[config.mk]
export PLATFORM = sky130hd
export DESIGN_NAME = stoplight_timebase
export DESIGN_NICKNAME = d
export VERILOG_FILES = /design/src/rtl/stoplight_timebase.sv
export SDC_FILE = /design/constraint.sdc
export NUM_CORES = 1
export LEC_CHECK = 0
export CORE_MARGIN = 2
export CORE_UTILIZATION = 55
export DETAILED_ROUTE_END_ITERATION = 6
export DONT_BUFFER_PORTS = 1
export PLACE_DENSITY_LB_ADDON = 0.3
export SYNTH_ARGS = -nofsm -noshare
export SYNTH_HDL_FRONTEND = slang
export SYNTH_SLANG_ARGS = --single-unit
[constraint.sdc]
create_clock -name clk -period 1.51 [get_ports clk]
set_input_delay 0.302 -clock clk [delete_from_list [all_inputs] [get_ports clk]]
set_output_delay 0.302 -clock clk [all_outputs]
set_load 0.01 [all_outputs]
[src/rtl/stoplight_timebase.sv]
// Stoplight timebase: step tick divider, free-running blink divider and latched pedestrian request (STOPLIGHT_DEBOUNCE_EN selects the FSM debouncer).
// Latency: step_tick/blink update on the counter-wrap edge; walk_req sets 3 edges after btn_raw rises, DEBOUNCE_CYC+4 edges with the debouncer.
// Backpressure: none; walk_req is held until the controller returns walk_ack.
module stoplight_timebase #(
   parameter int STEP_DIV     = 100000000,
   parameter int BLINK_DIV    = 25000000,
   parameter int DEBOUNCE_CYC = 1000000
) (
   input  logic clk,
   input  logic rst,
   input  logic run,
   input  logic btn_raw,
   input  logic walk_ack,
   output logic step_tick,
   output logic blink,
   output logic walk_req
);

   localparam int STEP_W  = $clog2(STEP_DIV);
   localparam int BLINK_W = $clog2(BLINK_DIV);
   localparam logic [STEP_W-1:0]  STEP_LAST  = STEP_W'(STEP_DIV - 1);
   localparam logic [BLINK_W-1:0] BLINK_LAST = BLINK_W'(BLINK_DIV - 1);

   // Every divider needs at least two states, otherwise a tick would be high on consecutive cycles.
   if (STEP_DIV < 2 || BLINK_DIV < 2 || DEBOUNCE_CYC < 2) begin : g_bad_divisor
      $error("stoplight_timebase: STEP_DIV, BLINK_DIV and DEBOUNCE_CYC must all be >= 2");
   end

   logic [STEP_W-1:0]  step_cnt;
   logic [BLINK_W-1:0] blink_cnt;
   logic               btn_meta;
   logic               btn_s;
   logic               press;

   // Step divider: counts only while run is high and holds its value otherwise, so a pause resumes mid-period.
   always_ff @(posedge clk) begin
      if (!rst) begin
         step_cnt  <= '0;
         step_tick <= 1'b0;
      end else begin
         step_tick <= 1'b0;
         if (run) begin
            if (step_cnt == STEP_LAST) begin
               step_cnt  <= '0;
               step_tick <= 1'b1;
            end else begin
               step_cnt <= step_cnt + 1'b1;
            end
         end
      end
   end

   // Blink divider: free-running, toggles the lamp on every wrap for a 2*BLINK_DIV period.
   always_ff @(posedge clk) begin
      if (!rst) begin
         blink_cnt <= '0;
         blink     <= 1'b0;
      end else if (blink_cnt == BLINK_LAST) begin
         blink_cnt <= '0;
         blink     <= ~blink;
      end else begin
         blink_cnt <= blink_cnt + 1'b1;
      end
   end

   // Two-flop synchronizer; btn_raw is sampled nowhere else.
   always_ff @(posedge clk) begin
      if (!rst) begin
         btn_meta <= 1'b0;
         btn_s    <= 1'b0;
      end else begin
         btn_meta <= btn_raw;
         btn_s    <= btn_meta;
      end
   end

`ifdef STOPLIGHT_DEBOUNCE_EN
   localparam int DB_W = $clog2(DEBOUNCE_CYC);
   localparam logic [DB_W-1:0] DB_LAST = DB_W'(DEBOUNCE_CYC - 1);

   typedef enum logic [1:0] {
      IDLE,
      WAIT_PRESS,
      PRESSED,
      WAIT_RELEASE
   } db_state_t;

   db_state_t       db_state, db_state_nxt;
   logic [DB_W-1:0] db_cnt, db_cnt_nxt;

   // Debouncer state and stability counter; reset discards any partial count.
   always_ff @(posedge clk) begin
      if (!rst) begin
         db_state <= IDLE;
         db_cnt   <= '0;
      end else begin
         db_state <= db_state_nxt;
         db_cnt   <= db_cnt_nxt;
      end
   end

   // Press needs DEBOUNCE_CYC stable-high cycles; re-arming needs DEBOUNCE_CYC stable-low cycles, so a held button fires once.
   always_comb begin
      db_state_nxt = db_state;
      db_cnt_nxt   = db_cnt;
      press        = 1'b0;
      case (db_state)
         IDLE: begin
            if (btn_s) begin
               db_state_nxt = WAIT_PRESS;
               db_cnt_nxt   = '0;
            end
         end
         WAIT_PRESS: begin
            if (!btn_s) begin
               db_state_nxt = IDLE;
               db_cnt_nxt   = '0;
            end else if (db_cnt == DB_LAST) begin
               db_state_nxt = PRESSED;
            end else begin
               db_cnt_nxt = db_cnt + 1'b1;
            end
         end
         PRESSED: begin
            press        = 1'b1;
            db_state_nxt = WAIT_RELEASE;
            db_cnt_nxt   = '0;
         end
         WAIT_RELEASE: begin
            if (btn_s) begin
               db_cnt_nxt = '0;
            end else if (db_cnt == DB_LAST) begin
               db_state_nxt = IDLE;
               db_cnt_nxt   = '0;
            end else begin
               db_cnt_nxt = db_cnt + 1'b1;
            end
         end
         default: begin
            db_state_nxt = IDLE;
            db_cnt_nxt   = '0;
         end
      endcase
   end
`else
   logic btn_prev;

   // Previous synchronized level; a press is a clean 0->1 transition of btn_s.
   always_ff @(posedge clk) begin
      if (!rst) begin
         btn_prev <= 1'b0;
      end else begin
         btn_prev <= btn_s;
      end
   end

   assign press = btn_s & ~btn_prev;
`endif

   // Sticky request: a press outranks a simultaneous acknowledge so a fresh request is never lost.
   always_ff @(posedge clk) begin
      if (!rst) begin
         walk_req <= 1'b0;
      end else if (press) begin
         walk_req <= 1'b1;
      end else if (walk_ack) begin
         walk_req <= 1'b0;
      end
   end

endmodule

# --- Word-level counts from Yosys, hierarchy flattened ---
# Cells that the tools add are included.
totals:
  ramBits: 0
  register_bits: 58
  mem_count: 0
  romBits: 0
  latch_bits: 0
  input_bits: 5
  out_inout_bits: 3
  word_cells: 23
op_classes:
  n_eq_ne: 2
  bitwise: 4
  reduce_logical: 3
  n_mul: 0
  add_sub_neg: 2
  shift: 0
  n_mux: 4
  n_lt_le_gt_ge: 0
  div_mod_pow: 0
ops:
  columns: ["cell", "count"]
  rows:
  - ["27-bit by 1-bit adder with 27-bit output (second input constant)", 1]
  - ["27-bit equality test (second input constant)", 1]
  - ["27-bit 2-to-1 mux", 1]
  - ["25-bit by 1-bit adder with 25-bit output (second input constant)", 1]
  - ["25-bit equality test (second input constant)", 1]
  - ["1-bit 2-to-1 mux", 3]
  - ["1-bit NOT", 3]
  - ["2-bit AND reduction", 1]
  - ["2-bit nonzero test", 1]
  - ["2-bit OR reduction", 1]
  - ["1-bit bitwise AND", 1]

# --- Depth between registers and ports, before layout ---
depth:
  depth_word: 3
  mapped_depth: 7
  ltp_nobuf: 5

# --- Worst setup path after synthesis ---
# No wires, ideal clock.
synth_timing:
  path_kind: "reg-to-reg"
  start: "reg step_cnt[0]"
  end: "reg step_cnt[23]"
  slack_ns: -0.147
  stages_incl_launch_ff: 8
  period_less_slack_ns: 1.657
  t_arrival_ns: 1.531
  n_path_buf: 2
  setup_time_ns: 0.125
  t_required_ns: 1.385
  cell_sequence: "dfxtp_1 > ha_1 > and3_1 > buf_2 > nand2_2 > o31ai_4 > buf_4 > a21oi_1"
synth_via:
  elab_chain_cells: 2
synth_lines:
  columns: ["item", "line", "rtl"]
  rows:
  - ["start, declared", "29", "logic [STEP_W-1:0] step_cnt;"]
  - ["start signal, assigned", "47", "step_cnt <= step_cnt + 1'b1;"]
  - ["27-bit by 1-bit adder with 27-bit output or 27-bit equality test (tied branches)", "47, 43", null]
  - ["27-bit 2-to-1 mux (*)", "43", "if (step_cnt == STEP_LAST) begin"]
# Mark *: on every way between the ends. The rest lies on a longest branch, timed or not.
# A chain may end at the register's enable or synchronous reset.

# --- Worst setup path in the final report ---
layout_timing:
  start: "reg step_cnt[10]"
  end: "reg step_cnt[13]"
# The elaborated chain is that of the path after synthesis.

==> impl_metrics.csv <==
group,metric,value,unit
power,p_leak,1.41,nW
worst_setup_path,cp_max_fo,5,
sta,period_share,111,%
final_layout,drive_gt1_share,38.3,%
route,drtPass1Iterations,4,
logic_synthesis,syn-num-nets,308,
logic_synthesis,synth_ff_type,"dfxtp_1",
logic_synthesis,synth_top_cells_by_count,"dfxtp_1 (58), a21oi_1 (26), nor2_1 (25)",
route,vias,2583,
outcome,violations,"negative setup slack",
die,ios,8,
sta,finalCriticalPeriod,1.67,ns
sta,tns,-2.25,ns
clock_network,insertion_delay,0.34,ns
final_layout,n_antenna_cell,0,
sta,hold_viol_final,0,
global_route,grt_pass1_wl,10.6,mm
logic_synthesis,ys.warnings.count,0,
final_layout,seq_area,1190,um^2
outcome,status,"finished with violations",
global_route,grt_use_total,25.1,%
placement,portBuffers,0,
clock_network,cts_sinks,58,
route,wl_per_cell,15.2,um
route,postRouteAntennaNets,0,
die,die_w,74.5,um
logic_synthesis,yosysMostFrequentCell,"dfxtp_1",
sta,finalSetupViolations,31,
worst_setup_path,end_kind,"flip-flop",
final_layout,multi_input_area,1550,um^2
worst_setup_path,start_kind,"flip-flop",
route,first_iter_violations,200,
sta,max_freq,599,MHz
clock_network,cts_buffer_depth,2,
worst_setup_path,rr_startpoint,"step_cnt[10]",
logic_synthesis,ys_seq_area_share,42.5,%
placement,hpwl,4.12,mm
route,route.detailed.drc,0,
logic_synthesis,synth_area_leader_cell,"dfxtp_1",
sta,rsz0062_at_grt,"yes",
worst_setup_path,reg2reg_depth,6,
placement,dpl-instance-area,3260,um^2
final_layout,finalInstanceArea,3690,um^2
final_layout,fillCellCount,308,
sta,fin_ws,-0.160,ns
final_layout,nNetsFinal,376,
die,rows,25,
worst_setup_path,ff2ff_setup_slack,-0.16,ns
logic_synthesis,synth_cell_types,42,
final_layout,syn_to_final_growth,35.1,%
die,start_util,57.5,%
job,drv_cap,0,
worst_setup_path,r2r-end,"step_cnt[13]",
logic_synthesis,synth_area,2730,um^2
worst_setup_path,worstPathRequired,1.72,ns
global_route,grt_max_degree,26,
logic_synthesis,synthTopCellsByArea,"dfxtp_1 (42%), xor2_1 (5.4%), a21oi_1 (4.8%)",
route,routed_wl,6.70,mm
sta,slew_violations,0,
power,power,3.40,mW
logic_synthesis,syn_inst,301,
worst_setup_path,startpoint,"step_cnt[10]",
power,p_per_area,921,nW/um^2
placement,gp_congestion,0.820,
worst_setup_path,arrival,1.88,ns
sta,worst_pin_slew,0.404,ns
clock_network,ctsRootBufferMaster,"clkbuf_8",
global_route,antenna_found_initial,0,
logic_synthesis,ys_ff_latch,58,
global_route,grt_overflow,0,
logic_synthesis,synthArstFlopShare,0,%
worst_setup_path,endpoint,"step_cnt[13]",
route,avgViaCountPerCell,5.87,
global_route,grt_pass1_vias,2397,
sta,max-slew-margin-rel,73.1,%
clock_network,cts_tree,"built",
hold_path,hold_path.class,"primary input to flip-flop",
logic_synthesis,yosys.area.top_type_share,42.5,%
die,core-area,4750,um^2
die,die_h,74.5,um
sta,fin_skew,0.00660,ns
hold_path,hp-start,"rst",
logic_synthesis,syn_area_per_cell,9.08,um^2
clock_network,numCtsBuffers,9,
clock_network,clk_pin_slew,0.06,ns
power,vdd_drop_max,0.000583,V
clock_network,htreeDepth,3,
worst_setup_path,path_class,"flip-flop to flip-flop",
logic_synthesis,synth_edf_count,0,
die,dieArea,5550,um^2
[through the flow]
stage	utilization (%)	hold WS, ns	worst slack [ns]	instances
final	77.7	0.0895	-0.160	440
after global routing	77.7	0.0815	-0.236	440
after CTS	75.6	0.0802	-0.0414	437
after detailed placement	68.5	0.434	-0.116	416
after global placement	68.5	0.423	-0.0608	416
after floorplan	-	0.412	-0.0725	301
[logic make-up (layout without fill, tap and decap cells)]
group | Yosys count | after routing | share of synthesized area [%]
AO/OA/AOI/OAI | 63 | 63 | 14.3
multiplexers | 2 | 2 | 0.778
AND/OR/NAND/NOR | 130 | 131 | 29.4
adder cells (fa/ha/maj) | 2 | 2 | 0.915
flip-flops | 58 | 58 | 42.5
XOR/XNOR | 21 | 21 | 6.73
buffers and inverters | 25 | 96 | 5.40
[timing repair]
| action | CTS | global route |
|---|---|---|
| setup buffers | 4 | 3 |
| gates resized for setup | 18 | 21 |
| endpoints found under the setup margin | 30 | 49 |
| cloned | 2 | 0 |
| hold buffers | 0 | 0 |
| pin swaps | 8 | 14 |
[registers in the layout, summed over array words and instances, names as in the netlist]
| signal | cells |
|---|---|
| blink | 1 |
| blink_cnt | 25 |
| btn_meta | 1 |
| btn_prev | 1 |
| btn_s | 1 |
| step_cnt | 27 |
| step_tick | 1 |
| walk_req | 1 |
[where the power goes]
| part | total (mW) | switching [mW] | internal, mW |
|---|---|---|---|
| logic | 0.0953 | 0.0517 | 0.0436 |
| registers | 1.56 | 0.0150 | 1.55 |
| clock network | 1.74 | 0.611 | 1.13 |
[worst max-delay path, cell delays in order (launching register included)]
cell,delay (ns)
dfxtp_1,0.31
buf_4,0.14
nor4bb_2,0.28
nand4_1,0.25
buf_6,0.22
o211ai_1,0.23
a31oi_1,0.11
[cells in the final DEF, fill, tap and decap left out, types with 2 or more instances in the layout]
cell,synthesis,routed
a21oi_2,2,5
inv_1,7,7
dfxtp_2,0,17
buf_4,4,63
buf_12,0,2
or4_1,12,8
nand2_1,16,16
o21ai_2,0,3
nand3_1,14,14
nand4_1,15,15
a21oi_1,26,23
xor2_1,17,17
nand4_4,3,3
nor2_1,25,24
and2_1,6,6
nand2b_1,2,2
nor4_2,0,2
or4_4,2,6
dfxtp_1,58,40
o31ai_1,14,14
and3_1,4,3
bufinv_16,0,3
and4_1,8,5
xnor2_1,4,4
clkbuf_8,0,10
or3_1,12,12
buf_6,4,8
o21ai_0,13,11
and4_4,0,3
[final cells by class]
cell class / count / share of cell area (%)
tap: 67 / 2.27
inverter: 7 / 0.711
timing repair buffer: 74 / 16.5
clock buffer: 10 / 3.73
clock inverter: 5 / 2.78
sequential: 58 / 32.1
multi-input combinational: 219 / 41.9
[per-layer routing]
metal / global-route usage [%] / vias up / share of wire (%)
met4: 13.5 / 0 / 3.1
met2: 39.8 / 69 / 46
met5: 0 / - / 0
met3: 5.28 / 22 / 4.9
li1: - / 1252 / -
met1: 31.8 / 1240 / 46
[worst min-delay path by stage]
| stage | endpoint | slack (ns) | cells past startpoint |
|---|---|---|---|
| after global routing | btn_prev | 0.08 | 1 |
| final | btn_prev | 0.09 | 1 |
| after CTS | btn_prev | 0.08 | 1 |
| after floorplan | btn_s | 0.41 | 1 |
| after global placement | blink_cnt[0] | 0.42 | 1 |
| after detailed placement | blink_cnt[0] | 0.43 | 1 |
Power figures use the tool's default switching activity.
